$ cat src/rtl/id_ex_stage.sv
// ID/EX pipeline register for the 5-stage RV32I core.
// Detects load-use hazards against the EX slot and keeps saturating stall/bubble counters.
module id_ex_stage #(
   parameter int XLEN  = 32,
   parameter int CNT_W = 32
) (
   input  logic             clk,
   input  logic             rst,
   input  logic             id_valid,
   input  logic [XLEN-1:0]  id_pc,
   input  logic [4:0]       id_rs1_idx,
   input  logic [4:0]       id_rs2_idx,
   input  logic             id_uses_rs1,
   input  logic             id_uses_rs2,
   input  logic [4:0]       id_rd_idx,
   input  logic [XLEN-1:0]  id_rs1_data,
   input  logic [XLEN-1:0]  id_rs2_data,
   input  logic [XLEN-1:0]  id_imm,
   input  logic [7:0]       id_ctrl,
   input  logic             flush,
   input  logic             hold,
   output logic             stall_if_id,
   output logic             ex_valid,
   output logic [XLEN-1:0]  ex_pc,
   output logic [XLEN-1:0]  ex_rs1_data,
   output logic [XLEN-1:0]  ex_rs2_data,
   output logic [XLEN-1:0]  ex_imm,
   output logic [4:0]       ex_rs1_idx,
   output logic [4:0]       ex_rs2_idx,
   output logic [4:0]       ex_rd_idx,
   output logic [7:0]       ex_ctrl,
   output logic [CNT_W-1:0] stall_count,
   output logic [CNT_W-1:0] bubble_count
);

   // id_ctrl / ex_ctrl packing: {regWrite, memRead, memWrite, memToReg, aluSrc, aluOp[2:0]}
   localparam int CTRL_MEM_READ = 6;

   logic rs1_match;
   logic rs2_match;
   logic load_use;
   logic load_bubble;

   assign rs1_match   = id_uses_rs1 && (id_rs1_idx == ex_rd_idx);
   assign rs2_match   = id_uses_rs2 && (id_rs2_idx == ex_rd_idx);
   assign load_use    = ex_valid && ex_ctrl[CTRL_MEM_READ] && (ex_rd_idx != 5'd0) &&
                        id_valid && (rs1_match || rs2_match);
   assign stall_if_id = (load_use || hold) && !flush;

   // A flush overrides hold; a load-use bubble only enters when the stage is free to advance.
   assign load_bubble = flush || (!hold && load_use);

   always_ff @(posedge clk) begin
      if (rst || load_bubble) begin
         ex_valid    <= 1'b0;
         ex_pc       <= '0;
         ex_rs1_data <= '0;
         ex_rs2_data <= '0;
         ex_imm      <= '0;
         ex_rs1_idx  <= 5'd0;
         ex_rs2_idx  <= 5'd0;
         ex_rd_idx   <= 5'd0;
         ex_ctrl     <= 8'd0;
      end else if (!hold) begin
         ex_valid    <= id_valid;
         ex_pc       <= id_pc;
         ex_rs1_data <= id_rs1_data;
         ex_rs2_data <= id_rs2_data;
         ex_imm      <= id_imm;
         ex_rs1_idx  <= id_rs1_idx;
         ex_rs2_idx  <= id_rs2_idx;
         ex_rd_idx   <= id_rd_idx;
         ex_ctrl     <= id_valid ? id_ctrl : 8'd0;
      end
   end

   // Both counters stick at all-ones rather than wrapping.
   always_ff @(posedge clk) begin
      if (rst) begin
         stall_count  <= '0;
         bubble_count <= '0;
      end else begin
         if (load_use && !flush && (stall_count != {CNT_W{1'b1}}))
            stall_count <= stall_count + CNT_W'(1);
         if (load_bubble && (bubble_count != {CNT_W{1'b1}}))
            bubble_count <= bubble_count + CNT_W'(1);
      end
   end

endmodule

$ cat config.mk
export PLATFORM = sky130hd
export DESIGN_NAME = id_ex_stage
export DESIGN_NICKNAME = d
export VERILOG_FILES = /design/src/rtl/id_ex_stage.sv
export SDC_FILE = /design/constraint.sdc
export NUM_CORES = 1
export LEC_CHECK = 0
export CORE_AREA = 2 2 147 149
export CTS_CLUSTER_SIZE = 40
export DETAILED_ROUTE_END_ITERATION = 12
export DIE_AREA = 0 0 149 151
export HOLD_SLACK_MARGIN = 0.03
export PLACE_DENSITY = 0.76
export SYNTH_ARGS = -nofsm -noshare
export SYNTH_HDL_FRONTEND = slang
export SYNTH_SLANG_ARGS = --single-unit
$ cat constraint.sdc
create_clock -name clk -period 3.5 [get_ports clk]
set_input_delay 0.875 -clock clk [delete_from_list [all_inputs] [get_ports clk]]
set_output_delay 0.875 -clock clk [all_outputs]
set_load 0.02 [all_outputs]
---- Word-level counts from Yosys, hierarchy flattened ----
Index checks and enable logic that the tools add are counted.
operators by class
  add/subtract/negate cells ............... 2
  equality and inequality tests ........... 4
  multiplexer cells ....................... 1
  reduce and logical (&&, ||, !) cells .... 18
operators with widths
  cell                   number
  $add 32x1->32 const B  2
  $ne 32x32->1 const B   2
  $logic_and 1x1->1      11
  $eq 5x5->1             2
  $mux 8                 1
  $reduce_bool 5->1      1
  $logic_or 1x1->1       4
  $logic_not 1->1        2
word-level totals
  flip-flop bits (word level) ............. 216
  bits of input ports ..................... 158
  output and inout bits ................... 217
  word-level logic and storage cells ...... 36

---- Longest topological paths before layout ----
  depth in word-level cells ............... 7
  gate-level depth with buffers ........... 9
  mapped depth without buffers ............ 7

---- Least setup slack after synthesis ----
No wires, ideal clock.
  path type ............................... input port to output port
  start point ............................. input port id_rs1_idx[1]
  end point ............................... output port stall_if_id
  data arrival time ....................... 2.003 ns
  required time ........................... 2.625 ns
  setup slack ............................. 0.622 ns
  cell stages on the path ................. 5
  path buffers ............................ 0
  cells stage by stage .................... xnor2_1 nand4_1 o22ai_2 nand2_1 a21oi_1
between the ends
  longest elaborated chain between the ends .. 6
RTL lines
  what                RTL line  RTL
  start: declaration  11        input logic [4:0] id_rs1_idx,
  $eq 5x5->1          44        assign rs1_match = id_uses_rs1 && (id_rs1_idx == ex_rd_idx);
  $logic_and 1x1->1   44
  $logic_or 1x1->1    47        id_valid && (rs1_match || rs2_match);
  $logic_and 1x1->1   47
  $logic_or 1x1->1    48        assign stall_if_id = (load_use || hold) && !flush;
  $logic_and 1x1->1   48
  end: declaration    22        output logic stall_if_id,
Every way passes these cells.

---- Final worst setup path ----
  start point ............................. input port id_rs1_idx[4]
  end point ............................... output port stall_if_id
Same word-level chain as after synthesis.

==> flow_summary.yaml <==
global_route:
  antenna_found_initial: 1
  grt_overflow: 0
  grt_max_degree: 154
  grt_use_total_pct: 23.7
  grt_pass1_vias: 7831
  grt_pass1_wl_mm: 42.4
logic_synthesis:
  synth_ff_type: "dfxtp_1"
  async_flop_share_pct: 0
  syn-mean-instance-area_sq_um: 9.59
  ys_seq_elements: 216
  synthTopCellsByArea: "dfxtp_1 50%, mux2i_1 17%, nor2_1 6.9%"
  yosysTopAreaCellShare_pct: 49.6
  synth_area_sq_um: 8720
  syn_nets: 1069
  synth_top_cell_by_area: "dfxtp_1"
  ys_seq_area_share_pct: 49.6
  synth_most_common_cell: "dfxtp_1"
  synth_common_cells: "216 x dfxtp_1, 160 x nor2_1, 145 x mux2i_1"
  synth-edff-count: 0
  ys_types: 49
  yosys_warnings: 0
  synthesis.instances: 909
critical_path:
  path_max_fanout: 2
  cpPeakStageDelay_ps: 520
  path_buf_inv: 2
  arrival_ps: 2500
  r2r_start: "bubble_count[0]"
  timing.rr.end: "bubble_count[1]"
  cp_cell_sequence: "clkdlybuf4s50_1 > xnor2_2 > nand4_1 > o22ai_2 > nand2_1 > a21oi_2 > clkdlybuf4s15_2"
  slowest_stage: "clkdlybuf4s50_1"
  end_kind: "primary output"
  r2r_cells: 8
  required_ps: 2620
  crit_type: "in -> out"
  worst_setup_path_start_kind: "input pin"
  rrSetupSlack_ps: 970
  crit_family: "buffers and inverters"
layout:
  fin_nets: 1439
  fillers: 1754
  final_core_util_pct: 65.0
  layout-drive-gt1-share_pct: 6.03
  syn_to_final_growth_pct: 55.2
  multiInputGateArea_sq_um: 4100
  ff_latch_area_sq_um: 4320
placement:
  portBuffers: 374
  place_congestion: 0.840
  dp_hpwl_mm: 20.8
clock_network:
  clkLatencyLatePin_ps: 520
  cts_tree: "built"
  clockRootBuffer: "clkbuf_16"
  clk_path_buf_depth: 3
  postCtsSetupBuffers: 0
  cts_buffers: 25
  clock-sinks: 216
  cts_max_level: 1
  path_clk_slew_ps: 60
pwr:
  power_density_nw_per_um2: 417
  p_leak_nw: 5.09
  ir_worst_vdd_mv: 0.345
floorplanning:
  fp.dieH_um: 151
  die_x_um: 149
  rows: 53
  fp.coreArea_sq_um: 20800
  die_area_sq_um: 22500
  initial_core_util_pct: 41.9
  io_pins: 375
run_status:
  status: "complete, no violations"
detailed_routing:
  avgViaCountPerCell: 5.13
  drt_iter0_drc: 336
  dr.pass1.iters: 4
  vias: 8067
  drc: 0
  avgRoutedWirePerCell_um: 17.9
  ant_nets: 0
  routed_wl_mm: 28.1
flow_run:
  cap_violations: 0
sta:
  grt_setup_unrepaired: "no"
  setup_violations: 0
  timing.fmax_mhz: 297
  whs_ps: 493
  skew_ps: 8.40
  drv_slew: 0
  worst_pin_slew_ps: 1170
  period_minus_slack_ps: 3370
  hold_violations: 0
  post-route-period-util_pct: 96.3
  slew_headroom_pct: 22.1
hold_path:
  hold_path_end: "ex_pc[26]"
  hp-start: "ex_pc[26]"
  hold_class: "reg -> reg"
  holdPathStages: 2
## per-stage QoR
stage | cells | cell area (sq um) | setup TNS, ps | setup WS, ps | power [mW]
final | 1571 | 13500 | 0 | 129 | 5.64
after global routing | 1570 | 13500 | 0 | 28.8 | 5.84
after CTS | 1569 | 13500 | 0 | 36.8 | 5.70
after detailed placement | 1527 | 12800 | -355 | -355 | 3.27
after global placement | 1527 | 12800 | -386 | -386 | 3.26
after floorplan | 909 | 8720 | 0 | 622 | 2.90
## final cells by class
| cell class | instances | area share (%) |
|---|---|---|
| clock buffer | 37 | 5.03 |
| tap | 275 | 2.54 |
| timing repair buffer | 395 | 29.4 |
| sequential | 216 | 32.0 |
| clock inverter | 5 | 0.481 |
| antenna | 2 | 0.0370 |
| inverter | 10 | 0.277 |
| multi-input combinational | 631 | 30.3 |
## registers in the layout, indices dropped and copies added (netlist names)
signal / flops
bubble_count: 32
ex_ctrl: 8
ex_imm: 32
ex_pc: 32
ex_rd_idx: 5
ex_rs1_data: 32
ex_rs1_idx: 5
ex_rs2_data: 32
ex_rs2_idx: 5
ex_valid: 1
stall_count: 32
## layout by cell type, fill, tap and decap left out, types with 2 or more instances in the layout
cell type | Yosys | routed
clkdlybuf4s50_1 | 0 | 370
dfxtp_1 | 216 | 216
nor2_1 | 160 | 160
mux2i_1 | 145 | 145
a21oi_1 | 54 | 53
or3_1 | 36 | 36
o21ai_0 | 33 | 33
nand2_1 | 30 | 30
nand3_1 | 27 | 27
clkbuf_16 | 0 | 25
nand4_1 | 21 | 21
or4_1 | 21 | 21
o31ai_1 | 18 | 18
buf_4 | 1 | 15
xnor2_1 | 12 | 11
clkbuf_1 | 33 | 11
inv_1 | 10 | 10
nor2_2 | 10 | 10
and3_1 | 10 | 10
a22oi_1 | 8 | 8
buf_12 | 0 | 6
nor2b_1 | 5 | 5
nor3_1 | 5 | 5
and4_1 | 3 | 3
mux2_2 | 3 | 3
nor4_1 | 3 | 3
clkinv_2 | 0 | 3
diode_2 | 0 | 2
o2111ai_1 | 2 | 2
nor4b_1 | 2 | 2
o41ai_1 | 2 | 2
xor2_1 | 2 | 2
ha_1 | 2 | 2
clkbuf_8 | 0 | 2
## metal layers
layer / up-vias / GRT usage [%] / share of wire, % / wire length, um
li1: 3982 / - / - / -
met1: 3779 / 28.4 / 40 / 11200
met2: 259 / 41.0 / 49 / 13900
met3: 47 / 7.02 / 7.8 / 2200
met4: 0 / 7.33 / 2.7 / 759
met5: - / 0 / 0 / 0
## worst max path at each step
stage	start	to	depth (start not counted)
floorplan	id_rs1_idx[1]	stall_if_id	5
global placement	id_rs1_idx[2]	stall_if_id	7
detailed placement	id_rs1_idx[2]	stall_if_id	7
CTS	id_rs1_idx[2]	stall_if_id	7
global route	id_rs1_idx[4]	stall_if_id	7
finish	id_rs1_idx[4]	stall_if_id	7
## worst register-to-register path: cells and delay by family (launching register included)
kind | cells | cell delay (ps)
mux | 1 | 200
compound gates | 1 | 410
flops | 1 | 430
fa+ha+maj | 1 | 240
buf+inv | 1 | 220
simple gates | 4 | 930
## power breakdown
part | internal (mW) | leakage, nW | total [mW] | switching (mW)
clock network | 1.42 | 0.364 | 2.42 | 1.01
registers | 2.52 | 1.75 | 2.55 | 0.0351
logic | 0.368 | 2.98 | 0.661 | 0.293
total | 4.30 | 5.09 | 5.64 | 1.34
## logic make-up after synthesis
group                    Yosys count  share of synthesized area [%]
XOR/XNOR                          14                           1.41
adder cells (fa/ha/maj)            2                          0.287
multiplexers                     148                           17.0
buffers and inverters             62                           3.67
AO/OA/AOI/OAI                    126                           8.77
AND/OR/NAND/NOR                  341                           19.3
flip-flops                       216                           49.6
## timing repair
item	CTS	global route
endpoints found under the hold margin	0	0
resized for setup	4	2
hold buffers	0	0
setup endpoints to repair	1	1
No activity file was read; power rests on OpenSTA's default activity.
